`src/rtl/itlb_refill_walker.sv`:
```
// ITLB refill walker: services ITLB misses by walking a two-level Sv32-style page table.
// Optional ITLB_WALK_AD_CHECK_EN: leaf PTEs with A=0 fault instead of filling.
//
// state   | meaning
// IDLE    | ready to accept a miss
// L1_REQ  | presenting root-level PTE read
// L1_WAIT | waiting for root-level PTE
// L0_REQ  | presenting second-level PTE read
// L0_WAIT | waiting for second-level PTE
// FILL    | one-cycle ITLB write strobe
// FAULT   | one-cycle page-fault pulse
module itlb_refill_walker #(
    parameter int VADDR_WIDTH = 32,
    parameter int PADDR_WIDTH = 34,
    parameter int ITLB_ASSOC  = 8,
    parameter int PTE_WIDTH   = 32
) (
    input  logic                          i_clk,
    input  logic                          i_rst,
    input  logic                          i_miss_valid,
    input  logic [VADDR_WIDTH-1:0]        i_miss_vaddr,
    output logic                          o_miss_ready,
    input  logic [21:0]                   i_root_ppn,
    input  logic                          i_flush,
    output logic                          o_mem_req_valid,
    output logic [PADDR_WIDTH-1:0]        o_mem_req_addr,
    input  logic                          i_mem_req_ready,
    input  logic                          i_mem_resp_valid,
    input  logic [PTE_WIDTH-1:0]          i_mem_resp_data,
    output logic                          o_fill_valid,
    output logic [$clog2(ITLB_ASSOC)-1:0] o_fill_idx,
    output logic [19:0]                   o_fill_vpn,
    output logic [21:0]                   o_fill_ppn,
    output logic [7:0]                    o_fill_flags,
    output logic                          o_fill_super,
    output logic                          o_fault
);

    localparam int IDX_W = $clog2(ITLB_ASSOC);

    typedef enum logic [2:0] {
        IDLE    = 3'd0,
        L1_REQ  = 3'd1,
        L1_WAIT = 3'd2,
        L0_REQ  = 3'd3,
        L0_WAIT = 3'd4,
        FILL    = 3'd5,
        FAULT   = 3'd6
    } state_t;

    state_t                 state_q, state_d;
    logic [19:0]            vpn_q;
    logic [IDX_W-1:0]       ptr_q;
    logic                   drop_q;
    logic [PADDR_WIDTH-1:0] req_addr_q;

    logic                   load_miss, load_l0, load_fill, fill_super_d;
    logic                   pte_bad, pte_leaf, pte_misaligned, pte_a_fault;
    logic [21:0]            pte_ppn;
    logic [PADDR_WIDTH-1:0] l1_addr, l0_addr;
    logic                   unused_bits;

    assign pte_ppn        = i_mem_resp_data[31:10];
    assign pte_bad        = !i_mem_resp_data[0] || (!i_mem_resp_data[1] && i_mem_resp_data[2]);
    assign pte_leaf       = i_mem_resp_data[1] || i_mem_resp_data[3];
    assign pte_misaligned = (pte_ppn[9:0] != 10'd0);

`ifdef ITLB_WALK_AD_CHECK_EN
    assign pte_a_fault = !i_mem_resp_data[6];
`else
    assign pte_a_fault = 1'b0;
`endif

    // Request addresses are captured once so they stay stable under backpressure.
    assign l1_addr = PADDR_WIDTH'({i_root_ppn, 12'h000}) + PADDR_WIDTH'({i_miss_vaddr[31:22], 2'b00});
    assign l0_addr = PADDR_WIDTH'({pte_ppn, 12'h000}) + PADDR_WIDTH'({vpn_q[9:0], 2'b00});

    assign unused_bits = ^{i_miss_vaddr[11:0], i_mem_resp_data[9:8]};

    always_ff @(posedge i_clk or posedge i_rst) begin
        if (i_rst) begin
            state_q <= IDLE;
        end else begin
            state_q <= state_d;
        end
    end

    always_comb begin
        state_d      = state_q;
        load_miss    = 1'b0;
        load_l0      = 1'b0;
        load_fill    = 1'b0;
        fill_super_d = 1'b0;
        case (state_q)
            IDLE: begin
                if (i_miss_valid) begin
                    state_d   = L1_REQ;
                    load_miss = 1'b1;
                end
            end
            L1_REQ: begin
                if (i_flush)              state_d = IDLE;
                else if (i_mem_req_ready) state_d = L1_WAIT;
            end
            L1_WAIT: begin
                if (i_mem_resp_valid) begin
                    if (drop_q || i_flush) begin
                        state_d = IDLE;
                    end else if (pte_bad) begin
                        state_d = FAULT;
                    end else if (pte_leaf) begin
                        if (pte_misaligned || pte_a_fault) begin
                            state_d = FAULT;
                        end else begin
                            state_d      = FILL;
                            load_fill    = 1'b1;
                            fill_super_d = 1'b1;
                        end
                    end else begin
                        state_d = L0_REQ;
                        load_l0 = 1'b1;
                    end
                end
            end
            L0_REQ: begin
                if (i_flush)              state_d = IDLE;
                else if (i_mem_req_ready) state_d = L0_WAIT;
            end
            L0_WAIT: begin
                if (i_mem_resp_valid) begin
                    if (drop_q || i_flush) begin
                        state_d = IDLE;
                    end else if (pte_bad || !pte_leaf || pte_a_fault) begin
                        state_d = FAULT;
                    end else begin
                        state_d   = FILL;
                        load_fill = 1'b1;
                    end
                end
            end
            FILL:    state_d = IDLE;
            FAULT:   state_d = IDLE;
            default: state_d = IDLE;
        endcase
    end

    always_ff @(posedge i_clk or posedge i_rst) begin
        if (i_rst) begin
            vpn_q        <= '0;
            ptr_q        <= '0;
            drop_q       <= 1'b0;
            req_addr_q   <= '0;
            o_fill_idx   <= '0;
            o_fill_vpn   <= '0;
            o_fill_ppn   <= '0;
            o_fill_flags <= '0;
            o_fill_super <= 1'b0;
        end else begin
            if (load_miss) begin
                vpn_q      <= i_miss_vaddr[31:12];
                req_addr_q <= l1_addr;
            end
            if (load_l0) begin
                req_addr_q <= l0_addr;
            end
            if (load_fill) begin
                o_fill_idx   <= ptr_q;
                o_fill_vpn   <= vpn_q;
                o_fill_ppn   <= pte_ppn;
                o_fill_flags <= i_mem_resp_data[7:0];
                o_fill_super <= fill_super_d;
            end
            if (state_q == FILL) begin
                ptr_q <= (ptr_q == IDX_W'(ITLB_ASSOC - 1)) ? '0 : ptr_q + IDX_W'(1);
            end
            // A flush during a wait is remembered so the late response is discarded.
            if (state_d == IDLE) begin
                drop_q <= 1'b0;
            end else if ((state_q == L1_WAIT || state_q == L0_WAIT) && i_flush) begin
                drop_q <= 1'b1;
            end
        end
    end

    assign o_miss_ready    = (state_q == IDLE);
    assign o_mem_req_valid = (state_q == L1_REQ || state_q == L0_REQ) && !i_flush;
    assign o_mem_req_addr  = req_addr_q;
    assign o_fill_valid    = (state_q == FILL);
    assign o_fault         = (state_q == FAULT);

endmodule

```
`config.mk`:
```
export PLATFORM = sky130hd
export DESIGN_NAME = itlb_refill_walker
export DESIGN_NICKNAME = d
export VERILOG_FILES = /design/src/rtl/itlb_refill_walker.sv
export SDC_FILE = /design/constraint.sdc
export NUM_CORES = 1
export LEC_CHECK = 0
export ABC_AREA = 0
export CORE_ASPECT_RATIO = 0.5
export CORE_MARGIN = 1.5
export CORE_UTILIZATION = 35
export CTS_CLUSTER_DIAMETER = 100
export CTS_CLUSTER_SIZE = 10
export DETAILED_ROUTE_END_ITERATION = 10
export PLACE_DENSITY = 0.73
export SLEW_MARGIN = 30
export SYNTH_ARGS = -nofsm -noshare
export SYNTH_HDL_FRONTEND = slang
export SYNTH_SLANG_ARGS = --single-unit
```
`constraint.sdc`:
```
create_clock -name i_clk -period 3.2 [get_ports i_clk]
set_clock_uncertainty 0.15 [all_clocks]
set_input_delay 0.32 -clock i_clk [delete_from_list [all_inputs] [get_ports i_clk]]
set_output_delay 0.32 -clock i_clk [all_outputs]
set_load 0.05 [all_outputs]
```
==> impl_metrics.ini <==
[status]
status = completed

[route]
ant_nets = 0
vias = 3514
wl_met2_um = 6400
routedWlPerCell_um = 17.4
drc = 0
finalWirelength_um = 12500
wl_met1_um = 5440
viasPerCell = 4.89
drtIter0Drc = 131
top_layer = met4
wl_met3_um = 421
drtPass1Iterations = 4

[setup_path]
reg2reg_slack_ps = 720
worstSetupStartpointType = register
criticalPathCategory = reg -> out
worstSetupEndpointType = output port
worstPathRequired_ps = 2730
crit_path_max_fanout = 10
cp_data_arrival_time_ps = 2460

[sta]
slew_headroom_pct = 34.6
maxSlewViolCount = 0
timing.final.crit_share_pct = 91.4
clock.fmax_mhz = 342
fin_crit_ps = 2930
setup_violations = 0
worst_pin_slew_ps = 968
fin_tns_setup_ps = 0
setup_ws_ps = 275
hold_viol = 0
rsz0062_at_grt = no

[clock_tree]
postCtsSetupBuffers = 0
cts-hold-fix-buffers = 0
root_buffer = clkbuf_16
cts_resized = 0
cts_made_buffers = 17
clkLatencyLatePin_ps = 400
clk_pin_slew_ps = 50
ctsHtreeMaxLevel = 4
max-clock-path-buffers = 2
cts_tree = yes
cts_sinks = 113

[final_layout]
multiInputGateArea_um2 = 1760
fillers = 1064
syn_to_final_growth_pct = 53.6
diodes = 0
stdcell_count = 719
regArea_um2 = 2830
nets = 630
drive_above_1_share_pct = 23.0

[pwr]
powerDensity_nw_per_um2 = 1110
vdd_ir_drop_max_mv = 0.475
p_leak_nw = 3.22
power_mw = 8.01

[synthesis]
synthSimpleGateAreaFrac_pct = 8.28
synth_compound_area_share_pct = 7.83
synth_largest_area_cell = dfrtp_1
synthXorXnorAreaFrac_pct = 0.186
synth_commonest_cells = dfrtp_1, mux2_2, nand2_1, a22oi_1, o21ai_0
synthMuxAreaShare_pct = 19.8
synthDistinctLibCells = 39
synthAdderAreaFrac_pct = 0.531
synth_edf_count = 0
synth_area_um2 = 4710
synth_top_cell_area_share_pct = 60.0
synth_flop_cell = dfrtp_1
ys_seq_area_share_pct = 60.0
synth_top_family_by_area = multiplexers
synthCells = 362
avgSynthCellArea_um2 = 13.0
ys_ff_latch = 113
yosys_warnings = 0
synth.area.top_cells = dfrtp_1, mux2_2, nand2_1, a22oi_1, mux2i_1
synthArstFlopShare_pct = 100
synth_most_common_cell = dfrtp_1

[global_route]
grtUsageTotal_pct = 18.2
overflow = 0
antenna_found_initial = 0
grt_pass1_vias = 3677
grt_pass1_wl_um = 19800
grt_max_degree = 43

[placed_design]
port_buffers = 167
place_congestion = 0.765
dp.cells = 687
dp_hpwl_um = 8660
pre_cts_ws_ps = 354

[job]
max-cap-violations = 0

[hold_path]
hold_class = in -> async

[die]
io_pins = 184
die_h_um = 85.1
rows = 29
core_um2 = 12900
die_w_um = 167
dieArea_um2 = 14200
start_util_pct = 36.5
state kept, by name, indices dropped and copies added (netlist names):
| register | flops |
|---|---|
| o_fill_super | 1 |
| o_fill_idx | 3 |
| o_fill_ppn | 22 |
| drop_q | 1 |
| state_q | 3 |
| o_fill_vpn | 20 |
| o_fill_flags | 8 |
| o_mem_req_addr | 32 |
| ptr_q | 3 |
| vpn_q | 20 |
stage by stage:
step | area, um^2 | hold WS, ps | utilization, %
after floorplan | 4720 | 298 | -
after global placement | 6610 | 302 | 51.1
after detailed placement | 6620 | 302 | 51.2
after CTS | 7240 | 148 | 56.0
after global routing | 7240 | 168 | 56.0
final | 7240 | 146 | 56.0
routing by layer:
layer | track usage (%) | up-vias
li1 | - | 1632
met1 | 21.8 | 1785
met2 | 31.5 | 76
met3 | 4.94 | 21
met4 | 7.04 | 0
met5 | 0 | -
worst max-delay path, stage by stage, from the launching register on:
cell and delay, ps:
dfrtp_1 500, nand2b_1 300, or2_2 380, inv_1 70, clkdlybuf4s50_1 800
cells by family (layout without fill, tap and decap cells):
kind of cell / count (synthesis) / after routing
DFF: 113 / 113
buffers and inverters: 28 / 214
AOI/OAI and AO/OA: 52 / 52
other: 1 / 2
xor gates and xnor gates: 1 / 1
and+or+nand+nor: 81 / 81
adders and majority gates: 2 / 2
muxes: 84 / 84
final cells by class:
class,instances,area share [%]
Sequential cell,113,39.1
Timing Repair Buffer,177,24.8
Multi-Input combinational cell,222,24.2
Clock buffer,22,6.83
Tap cell,170,2.94
Clock inverter,10,1.80
Inverter,5,0.311
path summary, 6_finish.rpt:
path,start,cells past startpoint,endpoint
worst max-delay path,state_q[1],4,o_fill_valid
worst min-delay path,i_rst,2,o_fill_flags[3]
worst max register to register,state_q[0],5,o_fill_ppn[15]
worst min register to register,o_fill_flags[0],1,o_fill_flags[0]
max in group asynchronous,i_rst,3,o_mem_req_addr[27]
min in group i_clk,o_fill_flags[0],1,o_fill_flags[0]
power by group:
group / leakage [nW] / switching, mW / internal, mW
clock: 0.308 / 0.658 / 1.32
combinational: 1.46 / 2.31 / 1.35
sequential: 1.45 / 0.361 / 2.02
total: 3.22 / 3.33 / 4.69
cells in the final DEF, fill, tap and decap left out, types with 3 or more instances in the layout:
master	n
buf_12	4
or2_2	3
o21ai_0	16
bufinv_16	3
mux2_1	4
a22oi_1	22
clkbuf_16	17
nand2_1	56
clkbuf_8	5
mux2i_1	10
dfrtp_1	113
clkinvlp_4	3
mux2_2	70
buf_4	6
clkinv_2	5
clkdlybuf4s50_1	167
nor2_1	3
inv_1	4
(Power assumes the default switching activity.)
